### config.mk
export PLATFORM = sky130hd
export DESIGN_NAME = popcount18_neuron_seq
export DESIGN_NICKNAME = d
export VERILOG_FILES = /design/src/rtl/popcount18_neuron_seq.sv
export SDC_FILE = /design/constraint.sdc
export NUM_CORES = 1
export LEC_CHECK = 0
export BUFFER_PORTS_ARGS = -buffer_cell sky130_fd_sc_hd__buf_4
export CAP_MARGIN = 15
export CORE_UTILIZATION = 40
export DETAILED_ROUTE_END_ITERATION = 8
export PLACE_DENSITY_LB_ADDON = 0.05
export SLEW_MARGIN = 20
export SYNTH_ARGS = -nofsm -noshare
export SYNTH_HDL_FRONTEND = slang
export SYNTH_SLANG_ARGS = --single-unit
### constraint.sdc
create_clock -name clk -period 5.7 [get_ports clk]
set_input_delay 0.285 -clock clk [delete_from_list [all_inputs] [get_ports clk]]
set_output_delay 0.285 -clock clk [all_outputs]
set_load 0.02 [all_outputs]
### src/rtl/popcount18_neuron_seq.sv
// Ternary printed-neuron sequencer that time-shares one external 18-input popcount unit.
// Optional macro POPCOUNT_PIPE_REG_EN registers pc_out (pc_q) and adds a TAIL state.
module popcount18_neuron_seq #(
    parameter int ACC_W = 10
) (
    input  logic                    clk,
    input  logic                    rst_n,
    input  logic                    in_valid,
    output logic                    in_ready,
    input  logic [17:0]             in_pos,
    input  logic [17:0]             in_neg,
    input  logic                    in_last,
    input  logic signed [ACC_W-1:0] threshold,
    output logic [17:0]             pc_in,
    input  logic [4:0]              pc_out,
    output logic                    out_valid,
    input  logic                    out_ready,
    output logic                    out_act,
    output logic signed [ACC_W-1:0] out_sum
);

    typedef enum logic [2:0] {
        IDLE,
        POS,
        NEG,
`ifdef POPCOUNT_PIPE_REG_EN
        TAIL,
`endif
        DONE
    } state_t;

    // Wide enough that acc +/- 31 can never overflow before clamping.
    localparam int SW = ACC_W + 6;
    localparam logic signed [SW-1:0] ACC_MAX = SW'((64'sd1 <<< (ACC_W - 1)) - 64'sd1);
    localparam logic signed [SW-1:0] ACC_MIN = -ACC_MAX - SW'(1);

    state_t                  state, state_nxt;
    logic signed [ACC_W-1:0] acc, thr_reg, acc_sat;
    logic [17:0]             pos_reg, neg_reg;
    logic                    last_reg, first;
    logic [4:0]              pc_sel;
    logic                    acc_upd, acc_sub;
    logic signed [SW-1:0]    acc_ext, pc_ext, sum_ext;

`ifdef POPCOUNT_PIPE_REG_EN
    logic [4:0] pc_q;

    always_ff @(posedge clk or negedge rst_n) begin
        if (!rst_n) pc_q <= '0;
        else        pc_q <= pc_out;
    end
`endif

    always_ff @(posedge clk or negedge rst_n) begin
        if (!rst_n) state <= IDLE;
        else        state <= state_nxt;
    end

    always_comb begin
        state_nxt = state;
        in_ready  = 1'b0;
        pc_in     = '0;
        out_valid = 1'b0;
        acc_upd   = 1'b0;
        acc_sub   = 1'b0;
        pc_sel    = pc_out;
        case (state)
            IDLE: begin
                in_ready = 1'b1;
                if (in_valid) state_nxt = POS;
            end
            POS: begin
                pc_in     = pos_reg;
`ifndef POPCOUNT_PIPE_REG_EN
                acc_upd   = 1'b1;
`endif
                state_nxt = NEG;
            end
`ifdef POPCOUNT_PIPE_REG_EN
            // The positive count captured during POS is folded in here.
            NEG: begin
                pc_in     = neg_reg;
                acc_upd   = 1'b1;
                pc_sel    = pc_q;
                state_nxt = TAIL;
            end
            TAIL: begin
                acc_upd   = 1'b1;
                acc_sub   = 1'b1;
                pc_sel    = pc_q;
                state_nxt = last_reg ? DONE : IDLE;
            end
`else
            NEG: begin
                pc_in     = neg_reg;
                acc_upd   = 1'b1;
                acc_sub   = 1'b1;
                state_nxt = last_reg ? DONE : IDLE;
            end
`endif
            DONE: begin
                out_valid = 1'b1;
                if (out_ready) state_nxt = IDLE;
            end
            default: state_nxt = IDLE;
        endcase
    end

    // Popcount is unsigned (approximate units may report up to 31).
    always_comb begin
        acc_ext = SW'(acc);
        pc_ext  = $signed(SW'(pc_sel));
        sum_ext = acc_sub ? (acc_ext - pc_ext) : (acc_ext + pc_ext);
        if (sum_ext > ACC_MAX)      acc_sat = ACC_MAX[ACC_W-1:0];
        else if (sum_ext < ACC_MIN) acc_sat = ACC_MIN[ACC_W-1:0];
        else                        acc_sat = sum_ext[ACC_W-1:0];
    end

    assign out_sum = out_valid ? acc : '0;
    assign out_act = out_valid && (acc >= thr_reg);

    always_ff @(posedge clk or negedge rst_n) begin
        if (!rst_n) begin
            acc      <= '0;
            thr_reg  <= '0;
            pos_reg  <= '0;
            neg_reg  <= '0;
            last_reg <= 1'b0;
            first    <= 1'b1;
        end else if (state == IDLE && in_valid) begin
            pos_reg  <= in_pos;
            neg_reg  <= in_neg;
            last_reg <= in_last;
            // Threshold belongs to the neuron, so only its first chunk sets it.
            if (first) begin
                thr_reg <= threshold;
                acc     <= '0;
                first   <= 1'b0;
            end
        end else if (acc_upd) begin
            acc <= acc_sat;
        end else if (state == DONE && out_ready) begin
            acc   <= '0;
            first <= 1'b1;
        end
    end

endmodule

==> impl_metrics.yaml, run 1 <==
global_routing:
  grt_pass1_wl_mm: 12.5
  first_global_vias: 2640
  grt_usage_pct: 18.3
  antenna_found_initial: 0
  grt_max_degree: 61
  grt-ovfl-total: 0
min_path:
  hold_class: "input pin to async pin"
critical_path:
  cp_max_fo: 28
  max_stage_delay_ns: 0.45
  cp_top_family: "adder cells"
  cp_data_arrival_time_ns: 3.53
  crit_path_end_kind: "flop"
  rr_worst_depth: 12
  cp.required_ns: 5.89
  critPathKind: "flop to flop"
  reg2reg_slack_ns: 2.36
  timing.rr.end: "acc[2]"
  slowest_stage: "fa_1"
  crit-reg2reg-launch: "state[0]"
  cp_num_buf_inv: 2
  crit_chain: "inv_1 -> ha_1 -> buf_4 -> mux2_2 -> fa_1 -> nand2b_1 -> a21oi_2 -> a211oi_4 -> o21ai_1 -> xor2_1 -> and2_4 -> o311ai_1"
  worstSetupStartpointType: "flop"
clock_network:
  cts_resized: 0
  numCtsBuffers: 9
  cts_hold_buf: 0
  tritoncts: "yes"
  clockRootBuffer: "clkbuf_8"
  clk-insertion-delay-late_ns: 0.33
  cts_buffer_depth: 2
  clock-sinks: 60
  cts_htree_levels: 3
  cts_setup_buffers: 0
  cts.clk_slew.worst_paths_ns: 0.07
pwr:
  vdd_ir_drop_max_mv: 0.255
  p_leak_uw: 0.00208
  p_total_uw: 2530
  pwr_density_cell_mw_per_mm2: 566
timing:
  hold_violations: 0
  finalSetupViolCount: 0
  skew_ns: 0.00471
  finalMaxSlewViolations: 0
  worst_slew_pin_slew_ns: 1.01
  whs_ns: 0.0182
  max_freq_mhz: 299
  min_period_over_period_pct: 58.6
  rsz0062_at_grt: "false"
  finalCriticalPeriod_ns: 3.34
  finalSetupTns_ns: 0
  maxSlewHeadroom_pct: 32.7
finish:
  fill_cells: 803
  diodes: 0
  syn_to_final_growth_pct: 25.7
  utilization_pct: 51.7
  fin_nets: 488
  drive_gt1_share_pct: 40.7
route:
  firstDrtPassIters: 4
  num_vias: 2652
  vias_per_cell: 5.14
  dr.first_iter.drc_count: 60
  drc: 0
  drt-total-wl_mm: 7.92
  drtAntennaViolNets: 0
  wl_per_cell_um: 15.3
floorplan:
  initial_core_util_pct: 41.1
  pin_count: 87
  core_area_mm2: 0.00864
  dieArea_mm2: 0.00925
  die_y_um: 96.2
  row_count: 34
  dieWidth_um: 96.2
yosys:
  yosysMostFrequentCell: "dfrtp_1"
  syn_inst: 318
  synthesis.nets: 402
  yosysSeqAreaShare_pct: 42.3
  synth_area_mm2: 0.00355
  synth-main-ff-cell: "dfrtp_1"
  netlist.area_leader.share_pct: 41.6
  synth-edff-count: 0
  synth.distinct_cells: 51
  synth_area_leaders: "dfrtp_1 (42%), mux2_2 (15%), ha_1 (9.5%)"
  yosys.area.top_type: "dfrtp_1"
  synth-async-reset-ratio_pct: 100
  syn_avg_cell_area_um2: 11.2
  ys_ff_latch: 60
  synth_common_cells: "dfrtp_1 (59), mux2_2 (48), ha_1 (27)"
  ys_warn_count: 0
place:
  portBuffers: 86
  dp_hpwl_mm: 5.65
  gp_congestion: 0.816
job:
  max_cap_viol_count: 0
status:
  status: "completed"
==> per-layer routing <==
| metal | wire length [µm] | share of wire (%) | GRT usage (%) |
|---|---|---|---|
| met2 | 3970 | 50 | 30.7 |
| met3 | 392 | 5.0 | 4.82 |
| met5 | 0 | 0 | 0 |
| met4 | 72 | 0.91 | 5.97 |
| met1 | 3480 | 44 | 22.9 |
==> final cells by class <==
class	count	area, µm²	area share (%)
Timing Repair Buffer	87	653	14.6
Multi-Input combinational cell	225	1930	43.1
Tap cell	108	135	3.03
Clock buffer	11	141	3.17
Sequential cell	60	1500	33.7
Inverter	21	78.8	1.77
Clock inverter	4	26.3	0.589
==> cells in the final DEF (no fill, tap or decap), types with 2 or more instances in the layout <==
cell type / synthesis / final
ha_1: 27 / 27
a31o_2: 2 / 2
o21ai_1: 3 / 3
buf_4: 0 / 87
xor2_1: 6 / 6
o21a_1: 2 / 2
and2_1: 8 / 8
dfrtp_1: 59 / 59
nand3_1: 2 / 2
clkinv_2: 0 / 2
a21o_1: 3 / 3
clkbuf_8: 0 / 10
nor2_1: 11 / 11
mux2_2: 48 / 48
o22ai_1: 2 / 2
a211oi_1: 2 / 2
xnor2_1: 5 / 5
a21oi_1: 7 / 7
a22oi_1: 18 / 18
nand2_1: 18 / 17
nor2b_1: 18 / 18
nand2b_1: 4 / 4
o311ai_1: 6 / 6
maj3_1: 2 / 2
inv_1: 21 / 21
o21ai_0: 6 / 6
==> worst max path at each step <==
stage	startpoint	to	cells after the start
floorplan	state[0]	acc[5]	14
detailed placement	state[0]	acc[6]	12
CTS	state[0]	acc[2]	12
global route	state[0]	acc[4]	12
global placement	state[0]	acc[3]	12
finish	state[0]	acc[2]	12
==> power breakdown <==
part	total (µW)	internal (µW)	switching (µW)	leakage (µW)
clock	330	166	164	0.0000852
combinational	1420	682	734	0.00127
sequential	781	642	140	0.000725
==> stage by stage <==
stage | cells | instance area [µm²] | setup slack [ns]
floorplan | 318 | 3550 | 2.63
global placement | 501 | 4300 | 2.47
detailed placement | 501 | 4300 | 2.40
CTS | 516 | 4460 | 2.37
global route | 516 | 4460 | 2.15
finish | 516 | 4460 | 2.36
==> logic make-up after synthesis <==
family	count (synthesis)	share of synthesized area [%]
buffers and inverters	33	3.49
muxes	49	15.5
adders and majority gates	30	10.6
xor gates and xnor gates	12	3.17
AOI/OAI and AO/OA	64	13.9
and+or+nand+nor	70	11.0
DFF	60	42.3
Note: power is estimated with default switching activity, not from simulation.
==> run 2, diff against run 1 <==
==> constraint.sdc (replaced) <==
create_clock -name clk -period 3.12 [get_ports clk]
set_input_delay 0.156 -clock clk [delete_from_list [all_inputs] [get_ports clk]]
set_output_delay 0.156 -clock clk [all_outputs]
set_load 0.02 [all_outputs]
==> run 2 against run 1 <==
Clock-buffer cell count is 2 higher. Critical path depth is 1 lower. Largest power group unchanged. Via count is 0.72% higher. Power is 90% higher.
==> impl_metrics.yaml, run 2 (synthesized netlist as in run 1, its figures left out) <==
clock_network:
  cts_buffer_depth: 2
  clk-insertion-delay-late_ns: 0.34
  clockRootBuffer: "clkbuf_8"
  cts_htree_levels: 3
  tritoncts: "yes"
  numCtsBuffers: 9
  cts.clk_slew.worst_paths_ns: 0.07
  clock-sinks: 60
floorplan:
  die_y_um: 96.2
  dieWidth_um: 96.2
  initial_core_util_pct: 41.1
  pin_count: 87
  row_count: 34
  core_area_mm2: 0.00864
  dieArea_mm2: 0.00925
place:
  gp_congestion: 0.795
  dp_hpwl_mm: 5.72
  portBuffers: 86
pwr:
  p_leak_uw: 0.00212
  pwr_density_cell_mw_per_mm2: 1060
  power_frac_comb_pct: 56.1
  swShare_pct: 40.5
  p_clk_share_pct: 14.2
  p_sw_uw: 1950
  seqPwrFrac_pct: 29.7
  power.internal_uw: 2860
  vdd_ir_drop_max_mv: 0.415
  p_total_uw: 4810
critical_path:
  timing.rr.end: "acc[7]"
  cp_data_arrival_time_ns: 3.18
  worstSetupStartpointType: "flop"
  critPathKind: "flop to flop"
  cp_max_fo: 7
  crit_path_end_kind: "flop"
  rr_worst_depth: 11
  cp.required_ns: 3.35
  reg2reg_slack_ns: 0.17
  crit-reg2reg-launch: "state[0]"
route:
  dr.first_iter.drc_count: 87
  firstDrtPassIters: 4
  vias_per_cell: 5.12
  drc: 0
  num_vias: 2671
  wl_per_cell_um: 15.7
  drtAntennaViolNets: 0
  drt-total-wl_mm: 8.20
timing:
  skew_ns: 0.00934
  finalCriticalPeriod_ns: 2.95
  hold_violations: 0
  min_period_over_period_pct: 94.5
  max_freq_mhz: 339
  finalSetupViolCount: 0
  finalMaxSlewViolations: 0
  maxSlewHeadroom_pct: 44.3
  worst_slew_pin_slew_ns: 0.835
finish:
  fill_cells: 827
  diodes: 0
  fin_nets: 494
  drive_gt1_share_pct: 42.0
  final_cell_mix: "buf_4 (92), dfrtp_1 (59), mux2_2 (48)"
  final_common_cell: "buf_4"
  syn_to_final_growth_pct: 28.3
  utilization_pct: 52.7
min_path:
  hold_class: "input pin to flop"
  hold_path_end: "neg_reg[6]"
  hold_path_depth: 2
  worstHoldStart: "in_neg[6]"
global_routing:
  grt_usage_pct: 18.8
  first_global_vias: 2641
  grt_pass1_wl_mm: 13.0
  grt_max_degree: 61
  grt-ovfl-total: 0
  antenna_found_initial: 0
status:
  status: "completed"
job:
  max_cap_viol_count: 0
run 2: what timing repair did:
item / CTS / global route
hold endpoints to repair: 59 / 0
setup buffers: 0 / 2
gates resized for setup: 0 / 5
endpoints found under the setup margin: 0 / 9
hold buffers: 1 / 0
run 2: power groups by stage:
stage               Combinational (µW)  Sequential, µW  Clock (µW)
global route                      3000            1490         738
floorplan                         1970            1350           0
finish                            2700            1430         684
detailed placement                2630            1450           0
CTS                               2650            1430         705
global placement                  2610            1430           0
run 2: stage by stage:
| stage | instances | TNS [ns] | hold slack [ns] | cell area (µm²) | setup slack (ns) |
|---|---|---|---|---|---|
| 2_1_floorplan | 318 | 0 | -0.140 | 3550 | 0.0490 |
| 3_3_place_gp | 504 | 0 | 0.305 | 4320 | 0.195 |
| 3_5_place_dp | 504 | 0 | 0.297 | 4320 | 0.0606 |
| 4_1_cts | 520 | 0 | 0.0309 | 4510 | 0.0410 |
| 5_1_grt | 522 | -0.0369 | 0.0283 | 4550 | -0.0135 |
| 6_report | 522 | 0 | 0.0476 | 4550 | 0.171 |
run 2: worst max-delay path, stage by stage, from the launching register on:
cell and delay [ns]:
dfrtp_1 0.44, inv_1 0.12, ha_2 0.21, mux2_2 0.37, fa_1 0.43, nand2b_1 0.19, a21oi_2 0.18, a211oi_4 0.06
o21ai_2 0.18, xor2_2 0.13, or3_4 0.44, o311ai_1 0.09
run 2: how the worst max path moves through the flow:
stage                         from  slack (ns)  endpoint
after floorplan           state[0]        0.05    acc[5]
after global placement    state[0]        0.20    acc[3]
after detailed placement  state[0]        0.06    acc[6]
after CTS                 state[0]        0.04    acc[6]
after global routing      state[0]       -0.01    acc[6]
final                     state[0]        0.17    acc[7]
run 2: layer usage:
layer | vias up | global-route usage [%] | wire length (µm)
li1 | 1320 | - | -
met3 | 10 | 5.69 | 397
met1 | 1286 | 22.8 | 3550
met2 | 55 | 31.8 | 4140
met4 | 0 | 6.09 | 115
met5 | - | 0 | 0
run 2: layout make-up:
type,instances,area (µm²),area share (%)
clock buffer,13,149,3.27
clock inverter,2,35.0,0.769
inverter,21,78.8,1.73
multi-input combinational,225,1950,42.9
sequential,60,1500,33.0
tap,108,135,2.97
timing repair buffer,93,701,15.4
==> run 3, diff against run 2 <==
--- a/config.mk
+++ b/config.mk
@@ -5,11 +5,11 @@
 export SDC_FILE = /design/constraint.sdc
 export NUM_CORES = 1
 export LEC_CHECK = 0
+export ABC_CLOCK_PERIOD_IN_PS = 3120
 export BUFFER_PORTS_ARGS = -buffer_cell sky130_fd_sc_hd__buf_4
 export CAP_MARGIN = 15
-export CORE_UTILIZATION = 40
+export CORE_UTILIZATION = 35
 export DETAILED_ROUTE_END_ITERATION = 8
-export PLACE_DENSITY_LB_ADDON = 0.05
 export SLEW_MARGIN = 20
 export SYNTH_ARGS = -nofsm -noshare
 export SYNTH_HDL_FRONTEND = slang
==> run 3 against run 2 <==
Sequential power is essentially flat. Clock power grew 3%. Worst setup slack better by 0.0028 ns. Largest cell class unchanged.
==> impl_metrics.yaml, run 3 (synthesized netlist as in run 1, its figures left out) <==
place:
  place_ws_ns: 0.106
  gp_congestion: 0.797
  dp_hpwl_mm: 6.16
  portBuffers: 86
floorplan:
  die_y_um: 103
  row_count: 36
  core_area_mm2: 0.00982
  dieArea_mm2: 0.0105
  dieWidth_um: 103
  pin_count: 87
  initial_core_util_pct: 36.1
timing:
  finalSetupTns_ns: 0
  finalCriticalPeriod_ns: 2.95
  min_period_over_period_pct: 94.4
  rsz0062_at_grt: "false"
  skew_ns: 0.00943
  max_freq_mhz: 339
  finalMaxSlewViolations: 0
  final.setup.worst_slack_ns: 0.174
  hold_violations: 0
  maxSlewHeadroom_pct: 48.5
  worst_slew_pin_slew_ns: 0.772
  whs_ns: 0.0377
  finalSetupViolCount: 0
job:
  max_cap_viol_count: 0
finish:
  fill_cells: 953
  final_cell_mix: "buf_4 (91), dfrtp_1 (58), mux2_2 (48)"
  utilization_pct: 46.8
  regArea_mm2: 0.00150
  diodes: 0
  fin_nets: 493
  syn_to_final_growth_pct: 29.5
  drive_gt1_share_pct: 42.8
  final_common_cell: "buf_4"
  multi_input_area_mm2: 0.00195
critical_path:
  worstSetupStartpointType: "flop"
  cp_top_family: "simple AND/OR/NAND/NOR gates"
  cp.required_ns: 3.35
  cp_num_buf_inv: 1
  cp_data_arrival_time_ns: 3.18
  crit_path_end_kind: "flop"
  slowest_stage: "or3_4"
  cp_max_fo: 7
  crit_chain: "inv_1 -> ha_1 -> mux2_2 -> fa_1 -> nand2b_1 -> a21oi_2 -> a211oi_4 -> o21ai_2 -> xor2_2 -> or3_4 -> o311ai_1"
  max_stage_delay_ns: 0.45
  critPathKind: "flop to flop"
route:
  drc: 0
  vias_per_cell: 4.89
  drtAntennaViolNets: 0
  firstDrtPassIters: 3
  wl_per_cell_um: 15.3
  num_vias: 2673
  dr.first_iter.drc_count: 61
  drt-total-wl_mm: 8.36
clock_network:
  cts.clk_slew.worst_paths_ns: 0.07
  clk-insertion-delay-late_ns: 0.34
  cts_htree_levels: 3
  cts_buffer_depth: 2
  clock-sinks: 60
  tritoncts: "yes"
  clockRootBuffer: "clkbuf_8"
  numCtsBuffers: 9
global_routing:
  grt_pass1_wl_mm: 13.5
  grt_usage_pct: 17.0
  grt-ovfl-total: 0
  grt_max_degree: 61
  antenna_found_initial: 0
  first_global_vias: 2800
min_path:
  hold_class: "input pin to flop"
pwr:
  pwr_density_cell_mw_per_mm2: 1050
  p_leak_uw: 0.00213
  vdd_ir_drop_max_mv: 0.418
status:
  status: "completed"
## run 3: final timing paths
check	from	endpoint	slack, ns	depth (start not counted)
hold / removal	in_pos[11]	pos_reg[11]	0.04	2
setup reg to reg	state[0]	acc[4]	0.17	11
setup / recovery	state[0]	acc[4]	0.17	11
min in group asynchronous	rst_n	acc[7]	0.44	2
max in group asynchronous	rst_n	state[0]	2.14	2
hold reg to reg	acc[0]	acc[0]	0.50	2
## run 3: area by class of cell
cell class	instances	area share, %
Clock buffer	10	2.99
Multi-Input combinational cell	225	42.5
Tap cell	133	3.62
Inverter	21	1.72
Timing Repair Buffer	92	15.1
Clock inverter	6	1.39
Sequential cell	60	32.7
## run 3: worst register-to-register path, cell delays in order (launching register included)
cell      delay, ns
dfrtp_2        0.44
inv_1          0.10
ha_1           0.20
mux2_2         0.38
fa_1           0.42
nand2b_1       0.19
a21oi_2        0.19
a211oi_4       0.06
o21ai_2        0.19
xor2_2         0.13
or3_4          0.45
o311ai_1       0.10
## run 3: per-layer routing
metal | wire length, µm | share of wire (%) | GRT usage, %
met5 | 0 | 0 | 0
met3 | 599 | 7.2 | 6.37
met2 | 4240 | 51 | 29.6
met1 | 3430 | 41 | 19.2
met4 | 87 | 1.0 | 5.71
## run 3: repair_timing
| item | 4_1_cts | 5_1_grt |
|---|---|---|
| buffers inserted | 0 | 1 |
| resized for setup | 0 | 5 |
| hold buffers | 1 | 0 |
| setup endpoints to repair | 0 | 9 |
| hold endpoints to repair | 59 | 0 |
## run 3: metrics by stage
stage	area, µm²	cells	power [µW]
after floorplan	3550	318	3320
after global placement	4350	529	4010
after detailed placement	4350	529	4080
after CTS	4560	546	4810
after global routing	4600	547	5210
final	4600	547	4820
## run 3: power by group
part,internal (µW),switching [µW],leakage (µW)
sequential,1170,256,0.000724
clock,388,315,0.0000983
combinational,1290,1390,0.00130
total,2860,1960,0.00213
